==> src/rtl/svfloat.sv <==
// svfloat shared package: packed float types and a small helper class for
// per-format constants (exponent bias, infinity encoding).
//
// Contents:
//   float32 / float16 : packed {sign, exponent, mantissa} structs
//   ffunc#(float)     : static helpers bias() and inf(sign) for any such type
package svfloat;

  typedef struct packed {
    logic        sign;
    logic [7:0]  exponent;
    logic [22:0] mantissa;
  } float32;

  typedef struct packed {
    logic       sign;
    logic [4:0] exponent;
    logic [9:0] mantissa;
  } float16;

  virtual class ffunc #(parameter type float = float32);

    // Bias is half the all-ones exponent, i.e. 2^(E-1)-1, derived from the
    // type itself so every format gets the right value.
    static function int bias();
      float f;
      f = '0;
      f.exponent = '1;
      return int'(f.exponent) >> 1;
    endfunction

    // Infinity: all-ones exponent, zero mantissa, caller-chosen sign.
    static function float inf(input logic sign);
      float f;
      f = '0;
      f.sign = sign;
      f.exponent = '1;
      return f;
    endfunction

  endclass

endpackage

==> src/rtl/svfloat_itof_round.sv <==
// svfloat_itof_round: combinational round-and-pack stage.
// Takes a normalized magnitude (hidden bit in the MSB) plus a biased exponent
// and produces the packed float, rounded to nearest-even, saturating to
// infinity when the exponent overflows. A zero magnitude packs as +0.
//
// Ports:
//   mag    : normalized magnitude, IWIDTH bits, MSB is the hidden bit
//   exp_in : biased exponent matching mag, EW bits
//   sign   : sign of the result
//   res    : packed float result
module svfloat_itof_round #(
  parameter type float  = svfloat::float32,
  parameter int  IWIDTH = 32,
  parameter int  EW     = 9
) (
  input  logic [IWIDTH-1:0] mag,
  input  logic [EW-1:0]     exp_in,
  input  logic              sign,
  output float              res
);

  localparam int E  = $bits(res.exponent);
  localparam int M  = $bits(res.mantissa);
  localparam int FW = IWIDTH - 1;

  logic [FW-1:0] frac;
  logic [M-1:0]  mant_trunc;
  logic          guard;
  logic          sticky;
  logic          round_up;
  logic [M:0]    mant_sum;
  logic [EW-1:0] exp_fin;

  assign frac = mag[FW-1:0];

  // Split the bits below the hidden bit into mantissa / guard / sticky.
  // Narrow integers fit entirely in the mantissa and are zero-padded, so
  // they never round.
  generate
    if (FW <= M) begin : g_exact
      assign mant_trunc = M'(frac) << (M - FW);
      assign guard      = 1'b0;
      assign sticky     = 1'b0;
    end else if (FW == M + 1) begin : g_guard_only
      assign mant_trunc = frac[FW-1:1];
      assign guard      = frac[0];
      assign sticky     = 1'b0;
    end else begin : g_round
      assign mant_trunc = frac[FW-1 -: M];
      assign guard      = frac[FW-1-M];
      assign sticky     = |frac[FW-2-M:0];
    end
  endgenerate

  // Round to nearest-even; a carry out of the mantissa leaves it all zero
  // and bumps the exponent by one.
  assign round_up = guard & (sticky | mant_trunc[0]);
  assign mant_sum = {1'b0, mant_trunc} + {{M{1'b0}}, round_up};
  assign exp_fin  = exp_in + {{(EW-1){1'b0}}, mant_sum[M]};

  // Pack, saturating to infinity once the exponent reaches the all-ones code.
  always_comb begin
    res = '0;
    if (mag[IWIDTH-1]) begin
      if (exp_fin >= EW'((2 ** E) - 1)) begin
        res = svfloat::ffunc#(float)::inf(sign);
      end else begin
        res.sign     = sign;
        res.exponent = exp_fin[E-1:0];
        res.mantissa = mant_sum[M-1:0];
      end
    end
  end

endmodule

==> src/rtl/svfloat_itof.sv <==
// svfloat_itof: sequential integer-to-float converter.
// Accepts a signed or unsigned integer over a valid/ready handshake,
// normalizes it one bit per cycle, rounds to nearest-even and presents the
// packed float over a second valid/ready handshake.
//
// Ports:
//   clk, rst_n           : clock (rising edge), async active-low reset
//   in_valid / in_ready  : input handshake (in_ready only in IDLE)
//   in_data, in_signed   : integer and its interpretation, sampled on accept
//   out_valid / out_ready: output handshake (out_valid only in DONE)
//   res                  : converted float, held stable while out_valid
module svfloat_itof #(
  parameter type float  = svfloat::float32,
  parameter int  IWIDTH = 32
) (
  input  logic              clk,
  input  logic              rst_n,
  input  logic              in_valid,
  output logic              in_ready,
  input  logic [IWIDTH-1:0] in_data,
  input  logic              in_signed,
  output logic              out_valid,
  input  logic              out_ready,
  output float              res
);

  localparam int E = $bits(res.exponent);
  // Exponent counter holds bias+IWIDTH-1 plus a possible rounding carry,
  // with a spare bit so overflow compares never wrap.
  localparam int EW = $clog2((2 ** (E - 1)) + IWIDTH) + 1;

  typedef enum logic [1:0] {
    IDLE,
    NORM,
    ROUND,
    DONE
  } state_t;

  state_t            state;
  state_t            state_next;
  logic [IWIDTH-1:0] mag;
  logic [EW-1:0]     exp_cnt;
  logic              sign_q;
  logic              in_neg;
  logic [IWIDTH-1:0] in_mag;
  float              rounded;

  // Handshake outputs are pure decodes of the state register.
  assign in_ready  = (state == IDLE);
  assign out_valid = (state == DONE);

  // Two's complement negation also maps the most negative value onto
  // 2^(IWIDTH-1), which is exactly its magnitude.
  assign in_neg = in_signed & in_data[IWIDTH-1];
  assign in_mag = in_neg ? ((~in_data) + IWIDTH'(1)) : in_data;

  // State register.
  always_ff @(posedge clk or negedge rst_n) begin
    if (!rst_n) begin
      state <= IDLE;
    end else begin
      state <= state_next;
    end
  end

  // Next-state logic: zero skips straight to DONE, otherwise shift until the
  // hidden bit reaches the MSB, round for one cycle, then wait for retirement.
  always_comb begin
    state_next = state;
    case (state)
      IDLE:    if (in_valid) state_next = (in_mag == '0) ? DONE : NORM;
      NORM:    if (mag[IWIDTH-1]) state_next = ROUND;
      ROUND:   state_next = DONE;
      DONE:    if (out_ready) state_next = IDLE;
      default: state_next = IDLE;
    endcase
  end

  // Datapath: capture on accept, shift during NORM, latch the rounded result
  // at the end of ROUND. res is otherwise left alone so it stays stable in DONE.
  always_ff @(posedge clk or negedge rst_n) begin
    if (!rst_n) begin
      mag     <= '0;
      exp_cnt <= '0;
      sign_q  <= 1'b0;
      res     <= '0;
    end else begin
      case (state)
        IDLE: begin
          if (in_valid) begin
            sign_q  <= in_neg;
            mag     <= in_mag;
            exp_cnt <= EW'(svfloat::ffunc#(float)::bias() + IWIDTH - 1);
            if (in_mag == '0) res <= '0;
          end
        end
        NORM: begin
          if (!mag[IWIDTH-1]) begin
            mag     <= mag << 1;
            exp_cnt <= exp_cnt - EW'(1);
          end
        end
        ROUND:   res <= rounded;
        default: ;
      endcase
    end
  end

  svfloat_itof_round #(
    .float (float),
    .IWIDTH(IWIDTH),
    .EW    (EW)
  ) u_round (
    .mag   (mag),
    .exp_in(exp_cnt),
    .sign  (sign_q),
    .res   (rounded)
  );

endmodule

==> config.mk <==
export PLATFORM = sky130hd
export DESIGN_NAME = svfloat_itof
export DESIGN_NICKNAME = d
export VERILOG_FILES = /design/src/rtl/svfloat.sv /design/src/rtl/svfloat_itof_round.sv /design/src/rtl/svfloat_itof.sv
export SDC_FILE = /design/constraint.sdc
export NUM_CORES = 1
export LEC_CHECK = 0
export CAP_MARGIN = 20
export CORE_ASPECT_RATIO = 0.75
export CORE_MARGIN = 2
export CORE_UTILIZATION = 40
export CTS_CLUSTER_DIAMETER = 50
export DETAILED_ROUTE_END_ITERATION = 6
export DONT_BUFFER_PORTS = 1
export SLEW_MARGIN = 20
export SYNTH_ARGS = -nofsm -noshare
export SYNTH_HDL_FRONTEND = slang
export SYNTH_SLANG_ARGS = --single-unit
==> constraint.sdc <==
create_clock -name clk -period 4.5 [get_ports clk]
set_clock_uncertainty 0.1 [all_clocks]
set_input_delay 0.675 -clock clk [delete_from_list [all_inputs] [get_ports clk]]
set_output_delay 0.675 -clock clk [all_outputs]
set_load 0.01 [all_outputs]
# Word level (Yosys, flattened, before mapping)
# Cells that the tools add are included.
# word_totals
regBits,76
# classes
add_sub_neg,4
magnitude_cmp,1
n_eq_ne,8
n_mux,17
bitwise_logic,4
reduce_logical,10
# ops
op,n
two-way mux 32 bit,6
one-hot mux 32 bit (2 select lines),2
adder 32 x 1 -> 32 bit (second input constant),1
logical NOT 32 bit,1
inverter 32 bit,1
two-way mux 31 bit,1
adder 23 x 1 -> 24 bit,1
two-way mux 9 bit,2
one-hot mux 9 bit (2 select lines),1
adder 9 x 1 -> 9 bit,1
greater-or-equal comparator 9 x 8 -> 1 bit (second input constant),1
AND reduction 3 bit,3
subtractor 9 x 1 -> 9 bit (second input constant),1
two-way mux 2 bit,4
one-hot mux 2 bit (4 select lines),1
OR reduction 7 bit,1
inequality test 2 bit (second input constant),3
equality test 2 bit (second input constant),2
inequality test 2 x 1 -> 1 bit (second input constant),2
AND reduction 2 bit,2
nonzero test 2 bit,2
AND 1 bit,2
equality test 2 x 1 -> 1 bit (second input constant),1
logical NOT 2 bit,1
OR 1 bit,1

# Logic depth before layout (Yosys ltp)
# depth
ltp_word,9
ltp_mapped,17
mapped_depth_nobuf,15

# Modules after synthesis
# Synthesis repeated with hierarchy kept, for this count alone.
# hier_totals
cells_unflattened,613
area_unflattened_um2,5363.9
# modules_own_cells
mod,n_inst,cells_each,area_per_inst_um2
svfloat_itof,1,470,4398.0
svfloat_itof_round,1,143,965.9

# Worst setup path after synthesis
# OpenSTA, ideal clock, no wires.
# synth_timing
path_type,reg2reg
from,reg mag[8]
to,reg res[10] (netlist bit)
t_arrival_ns,3.668
required_ns,4.275
path_slack_ns,0.607
stages_incl_launch_ff,18
path_buffers,2
path_cell_list,dfrtp_1 -> and2_1 -> nand3_1 -> or2_2 -> nor2_1 -> and4_1 -> and3_1 -> ha_1 -> ha_1 -> nand3_1 -> xor2_1 -> or4_1 -> o21ai_1 -> or2_2 -> clkbuf_1 -> clkbuf_1 -> nor2_1 -> mux2_4
# synth_between
elab_chain_cells,8
# synth_rtl
item,line_no,source
from (decl),svfloat_itof.sv:41,logic [IWIDTH-1:0] mag;
from (signal assigned),svfloat_itof.sv:92,mag <= in_mag;
from (signal assigned),svfloat_itof.sv:99,mag <= mag << 1;
OR 1 bit,svfloat_itof_round.sv:57,assign round_up = guard & (sticky | mant_trunc[0]);
AND 1 bit,svfloat_itof_round.sv:57,
adder 23 x 1 -> 24 bit *,svfloat_itof_round.sv:58,"assign mant_sum = {1'b0, mant_trunc} + {{M{1'b0}}, round_up};"
adder 9 x 1 -> 9 bit,svfloat_itof_round.sv:59,"assign exp_fin = exp_in + {{(EW-1){1'b0}}, mant_sum[M]};"
greater-or-equal comparator 9 x 8 -> 1 bit,svfloat_itof_round.sv:65,if (exp_fin >= EW'((2 ** E) - 1)) begin
two-way mux 31 bit *,svfloat_itof_round.sv:65,
two-way mux 32 bit *,svfloat_itof_round.sv:64,if (mag[IWIDTH-1]) begin
one-hot mux 32 bit (2 select lines) *,svfloat_itof.sv:88,case (state)
to (signal assigned),svfloat_itof.sv:103,ROUND: res <= rounded;
to (decl),svfloat_itof.sv:24,output float res
# Mark *: on every way between the ends. The rest lies on a longest branch, timed or not.
# A chain may end at the register's enable or synchronous reset.

# Worst setup path after layout
# layout_timing
from,reg mag[8]
to,reg res[9] (netlist bit)
# The elaborated chain is that of the path after synthesis.

==> impl_summary.txt <==
----------------------------------------------------
[Critical path]
  Cell depth of the worst setup path ... 15
  Slowest cell on the critical path ... sky130_fd_sc_hd__or4_1
  Depth of the most critical reg-to-reg path ... 15
  Worst Path Arrival ... 4.15 ns
  Reg-to-reg endpoint ... res[9]
  Critical path endpoint ... res[9]
  Crit-path max FO ... 23
  Cells along the critical path ... and2_1 > nand3_1 > or2_2 > nor2_1 > and4_1 > and3_1 > ha_1 > ha_1 > nand3_1 > xor2_1 > or4_1 > o21ai_1 > or2_4 > nor2_1 > mux2_4
  Biggest cell delay along the critical path ... 0.47 ns
  Delay-heaviest family, CP ... simple AND/OR/NAND/NOR gates
  Critical path buffer and inverter count ... 0
  Crit path launch ... mag[8]
  Endpoint type of the worst setup path ... flop
  Reg-to-reg setup timing slack ... 0.46 ns
  Worst Path Required ... 4.61 ns
  Critical path startpoint category ... flop
  Launch point of the worst reg-to-reg path ... mag[8]
  Crit Path Class ... reg -> reg

[Timing]
  Max-slew violations ... 0
  Period utilisation layout ... 0.898
  Clock period minus worst slack ... 4.04 ns
  Aggregate negative setup slack ... 0 ns
  Maximum frequency from static timing analysis ... 247 MHz
  Setup repair after global routing missed its margin ... false
  Transition at the pin with the smallest max-transition slack ... 0.919 ns
  Count of final setup violators ... 0
  Final hold slack ... 0.111 ns
  Endpoints failing hold ... 0
  Tightest slew margin relative to the limit ... 0.386

[Routing]
  DRT met1 WL ... 6580 um
  Detailed-route DRC error count ... 0
  Highest layer used for signal routing ... met4
  DRT Pass-1 Iters ... 5
  Final routed wirelength across all metal layers ... 13800 um
  Detailed route wirelength on metal3 ... 879 um
  Routed vias ... 4437
  Starting DRC count in detailed routing ... 288
  Via-per-instance ratio ... 5.87
  Routed WL per cell ... 18.3 um
  Metal2 WL ... 6250 um
  Remaining number of nets flagged by the antenna check after routing ... 0

[Global routing]
  Pin count of the biggest net entering global routing ... 77
  Vias in the first global route ... 4325
  Number of antenna violations at the first check in global routing ... 0
  Overflow left after global routing ... 0
  First-pass GRT wire length ... 23200 um
  Combined global-route utilization of all metal layers ... 0.205

[Worst hold path]
  Hold Path Class ... in -> async

[Synthesis]
  Number of synthesized flops with an enable pin ... 0
  Cell area after technology mapping ... 5350 um^2
  Post-Syn Area per Cell ... 8.94 um^2
  Number of warning messages in the yosys log ... 0
  Most instantiated flip-flop cell in the synthesis netlist ... sky130_fd_sc_hd__dfrtp_1
  Net count after synthesis ... 645
  Number of instances in the synthesized netlist ... 599
  Post-synthesis register bit count ... 76
  Sequential share of the synthesized area ... 0.355
  Number of distinct library cell variants in the gate-level netlist after synthesis ... 69
  Async set or reset register ratio after synthesis ... 1.00

[Power]
  Worst supply voltage drop on vdd ... 281 uV
  Net Sw Power ... 1380 uW
  Pint ... 1960 uW
  Leakage power summed over all cells ... 0.00234 uW
  Combinational share of power ... 0.411
  Switch share ... 0.413
  Clock network fraction of design power ... 0.199
  Areal power density over the cells ... 582 nW/um^2
  Sequential Power Share ... 0.390
  Total Power Consumption ... 3340 uW

[Floorplan]
  Die height ... 104 um
  Top-level port count ... 71
  Site row count ... 36
  Placeable core region ... 13000 um^2
  Initial standard-cell utilization of the core ... 0.411
  Die W ... 138 um
  DIE AREA ... 14300 um^2

[Clock tree]
  Clock tree from TritonCTS ... done
  Clock slew at the register clock pins of the worst setup and hold paths ... 0.06 ns
  CTS root buffer ... sky130_fd_sc_hd__clkbuf_16
  Number of clock sinks ... 76
  CTS Buffer Depth ... 2
  Clock network latency to the later pin of the worst-skew pair ... 0.33 ns
  Number of levels in the clock H-tree ... 3
  Total CTS buffers ... 9

[Place]
  Area after DPL ... 5440 um^2
  GP Congestion ... 0.848
  Post-Place Cells ... 740
  Number of port buffers ... 0
  Total half-perimeter wirelength after legalization and detailed placement ... 10200 um

[Final layout]
  Ant. Diodes ... 0
  Cell area after layout ... 5740 um^2
  Area growth from synthesis to final layout ... 7.20%
  Final-layout fill cell count ... 1230
  Share of cells above drive strength 1 ... 0.128
  Combined area of the multi-input logic cells ... 3180 um^2
  Sequential cell area ... 1900 um^2
  Filler-free cell count of the finished design ... 756
  Number of nets in the finished design ... 627

[Status]
  Outcome ... finished clean

[Job]
  Number of max-cap violations ... 0

----------------------------------------------------
-- registers in the layout (all words and copies together), names as in the netlist --
register,count
res,32
exp_cnt,9
mag,32
state,2
sign_q,1
-- metal layers --
| layer | vias to the layer above | track usage |
|---|---|---|
| met5 | - | 0 |
| met4 | 0 | 0.0383 |
| met3 | 11 | 0.0599 |
| met2 | 117 | 0.310 |
| met1 | 2213 | 0.293 |
| li1 | 2096 | - |
-- cells by family (layout without fill, tap and decap cells) --
group / count (synthesis) / in the layout / synth area share
XOR/XNOR: 60 / 60 / 0.0982
AND/OR/NAND/NOR: 244 / 244 / 0.235
buffers and inverters: 56 / 42 / 0.0510
multiplexers: 36 / 36 / 0.0963
flip-flops: 76 / 76 / 0.355
AO/OA/AOI/OAI: 118 / 118 / 0.143
adder cells (fa/ha/maj): 9 / 9 / 0.0210
-- worst min-delay path by stage --
| stage | endpoint | cells after the start | start |
|---|---|---|---|
| floorplan | exp_cnt[0] | 0 | rst_n |
| global placement | mag[2] | 0 | rst_n |
| finish | mag[2] | 1 | rst_n |
| CTS | mag[2] | 1 | rst_n |
| global route | mag[2] | 1 | rst_n |
| detailed placement | state[0] | 0 | rst_n |
-- power by group through the flow --
stage	Sequential, uW	Clock, uW	Combinational [uW]
after global routing	1350	711	1550
final	1300	665	1370
after detailed placement	1310	0	1350
after floorplan	1180	0	1160
after global placement	1310	0	1320
after CTS	1300	680	1380
-- synth_stat cells (2+ instances only) --
| cell | instances | area, um^2 |
|---|---|---|
| sky130_fd_sc_hd__a221oi_1 | 5 | 43.8 |
| sky130_fd_sc_hd__buf_2 | 4 | 20.0 |
| sky130_fd_sc_hd__o211ai_1 | 2 | 15.0 |
| sky130_fd_sc_hd__and2_1 | 3 | 18.8 |
| sky130_fd_sc_hd__nand4_1 | 12 | 75.1 |
| sky130_fd_sc_hd__inv_1 | 16 | 60.1 |
| sky130_fd_sc_hd__nor4_1 | 13 | 81.3 |
| sky130_fd_sc_hd__xnor2_1 | 31 | 272 |
| sky130_fd_sc_hd__o21a_1 | 2 | 15.0 |
| sky130_fd_sc_hd__mux2i_1 | 2 | 20.0 |
| sky130_fd_sc_hd__nand2b_1 | 3 | 18.8 |
| sky130_fd_sc_hd__or2_2 | 5 | 31.3 |
| sky130_fd_sc_hd__nand2_1 | 44 | 165 |
| sky130_fd_sc_hd__a31oi_1 | 11 | 68.8 |
| sky130_fd_sc_hd__or3_1 | 2 | 12.5 |
| sky130_fd_sc_hd__buf_6 | 7 | 78.8 |
| sky130_fd_sc_hd__a21oi_1 | 30 | 150 |
| sky130_fd_sc_hd__nor3_1 | 15 | 75.1 |
| sky130_fd_sc_hd__or4_1 | 3 | 22.5 |
| sky130_fd_sc_hd__nand3b_1 | 4 | 30.0 |
| sky130_fd_sc_hd__o22ai_1 | 2 | 12.5 |
| sky130_fd_sc_hd__buf_1 | 4 | 15.0 |
| sky130_fd_sc_hd__and3_1 | 9 | 56.3 |
| sky130_fd_sc_hd__a41oi_1 | 4 | 35.0 |
| sky130_fd_sc_hd__mux2_2 | 4 | 45.0 |
| sky130_fd_sc_hd__xor2_1 | 29 | 254 |
| sky130_fd_sc_hd__and4_1 | 7 | 61.3 |
| sky130_fd_sc_hd__nand3_1 | 19 | 95.1 |
| sky130_fd_sc_hd__nor2_1 | 88 | 330 |
| sky130_fd_sc_hd__ha_1 | 9 | 113 |
| sky130_fd_sc_hd__a22oi_1 | 12 | 90.1 |
| sky130_fd_sc_hd__a211oi_1 | 5 | 37.5 |
| sky130_fd_sc_hd__dfrtp_1 | 76 | 1900 |
| sky130_fd_sc_hd__o21ai_0 | 29 | 145 |
| sky130_fd_sc_hd__nor2b_1 | 2 | 12.5 |
| sky130_fd_sc_hd__mux2_4 | 30 | 450 |
| sky130_fd_sc_hd__clkbuf_1 | 22 | 82.6 |
| sky130_fd_sc_hd__nor3_2 | 2 | 20.0 |
| sky130_fd_sc_hd__nor4_4 | 2 | 42.5 |
-- metrics by stage --
step                      worst slack, ns  utilization
after floorplan                     0.607            -
after global placement              0.514        0.418
after detailed placement            0.374        0.418
after CTS                           0.350        0.441
after global routing                0.118        0.441
final                               0.459        0.441
-- area by class of cell --
class	instances	share of cell area
clock buffer	13	0.0454
clock inverter	2	0.00174
sequential	76	0.331
tap	171	0.0373
inverter	17	0.0111
timing repair buffer	10	0.0188
multi-input combinational	467	0.554
-- cells in the final DEF (no fill, tap or decap), drive strengths merged, types with 17 or more instances in the layout --
master	synthesis	final
mux2	34	34
nor3	17	17
dfrtp	76	76
xor2	29	29
nand2	44	44
xnor2	31	31
o21ai	31	31
nand3	19	19
nor2	89	89
a21oi	31	31
-- worst reg2reg max path, cell delays in order (launching register included) --
cell                      delay [ns]
sky130_fd_sc_hd__dfrtp_1        0.41
sky130_fd_sc_hd__and2_1         0.18
sky130_fd_sc_hd__nand3_1        0.11
sky130_fd_sc_hd__or2_2          0.36
sky130_fd_sc_hd__nor2_1         0.24
sky130_fd_sc_hd__and4_1         0.31
sky130_fd_sc_hd__and3_1         0.17
sky130_fd_sc_hd__ha_1           0.16
sky130_fd_sc_hd__ha_1           0.20
sky130_fd_sc_hd__nand3_1        0.10
sky130_fd_sc_hd__xor2_1         0.17
sky130_fd_sc_hd__or4_1          0.47
sky130_fd_sc_hd__o21ai_1        0.24
sky130_fd_sc_hd__or2_4          0.32
sky130_fd_sc_hd__nor2_1         0.10
sky130_fd_sc_hd__mux2_4         0.26
-- what timing repair did --
action,4_1_cts,5_1_grt
hold endpoints to repair,76,0
buffers inserted,0,0
setup endpoints to repair,0,2
resized for setup,0,1
hold buffers,1,0
No activity file was read; power rests on OpenSTA's default activity.
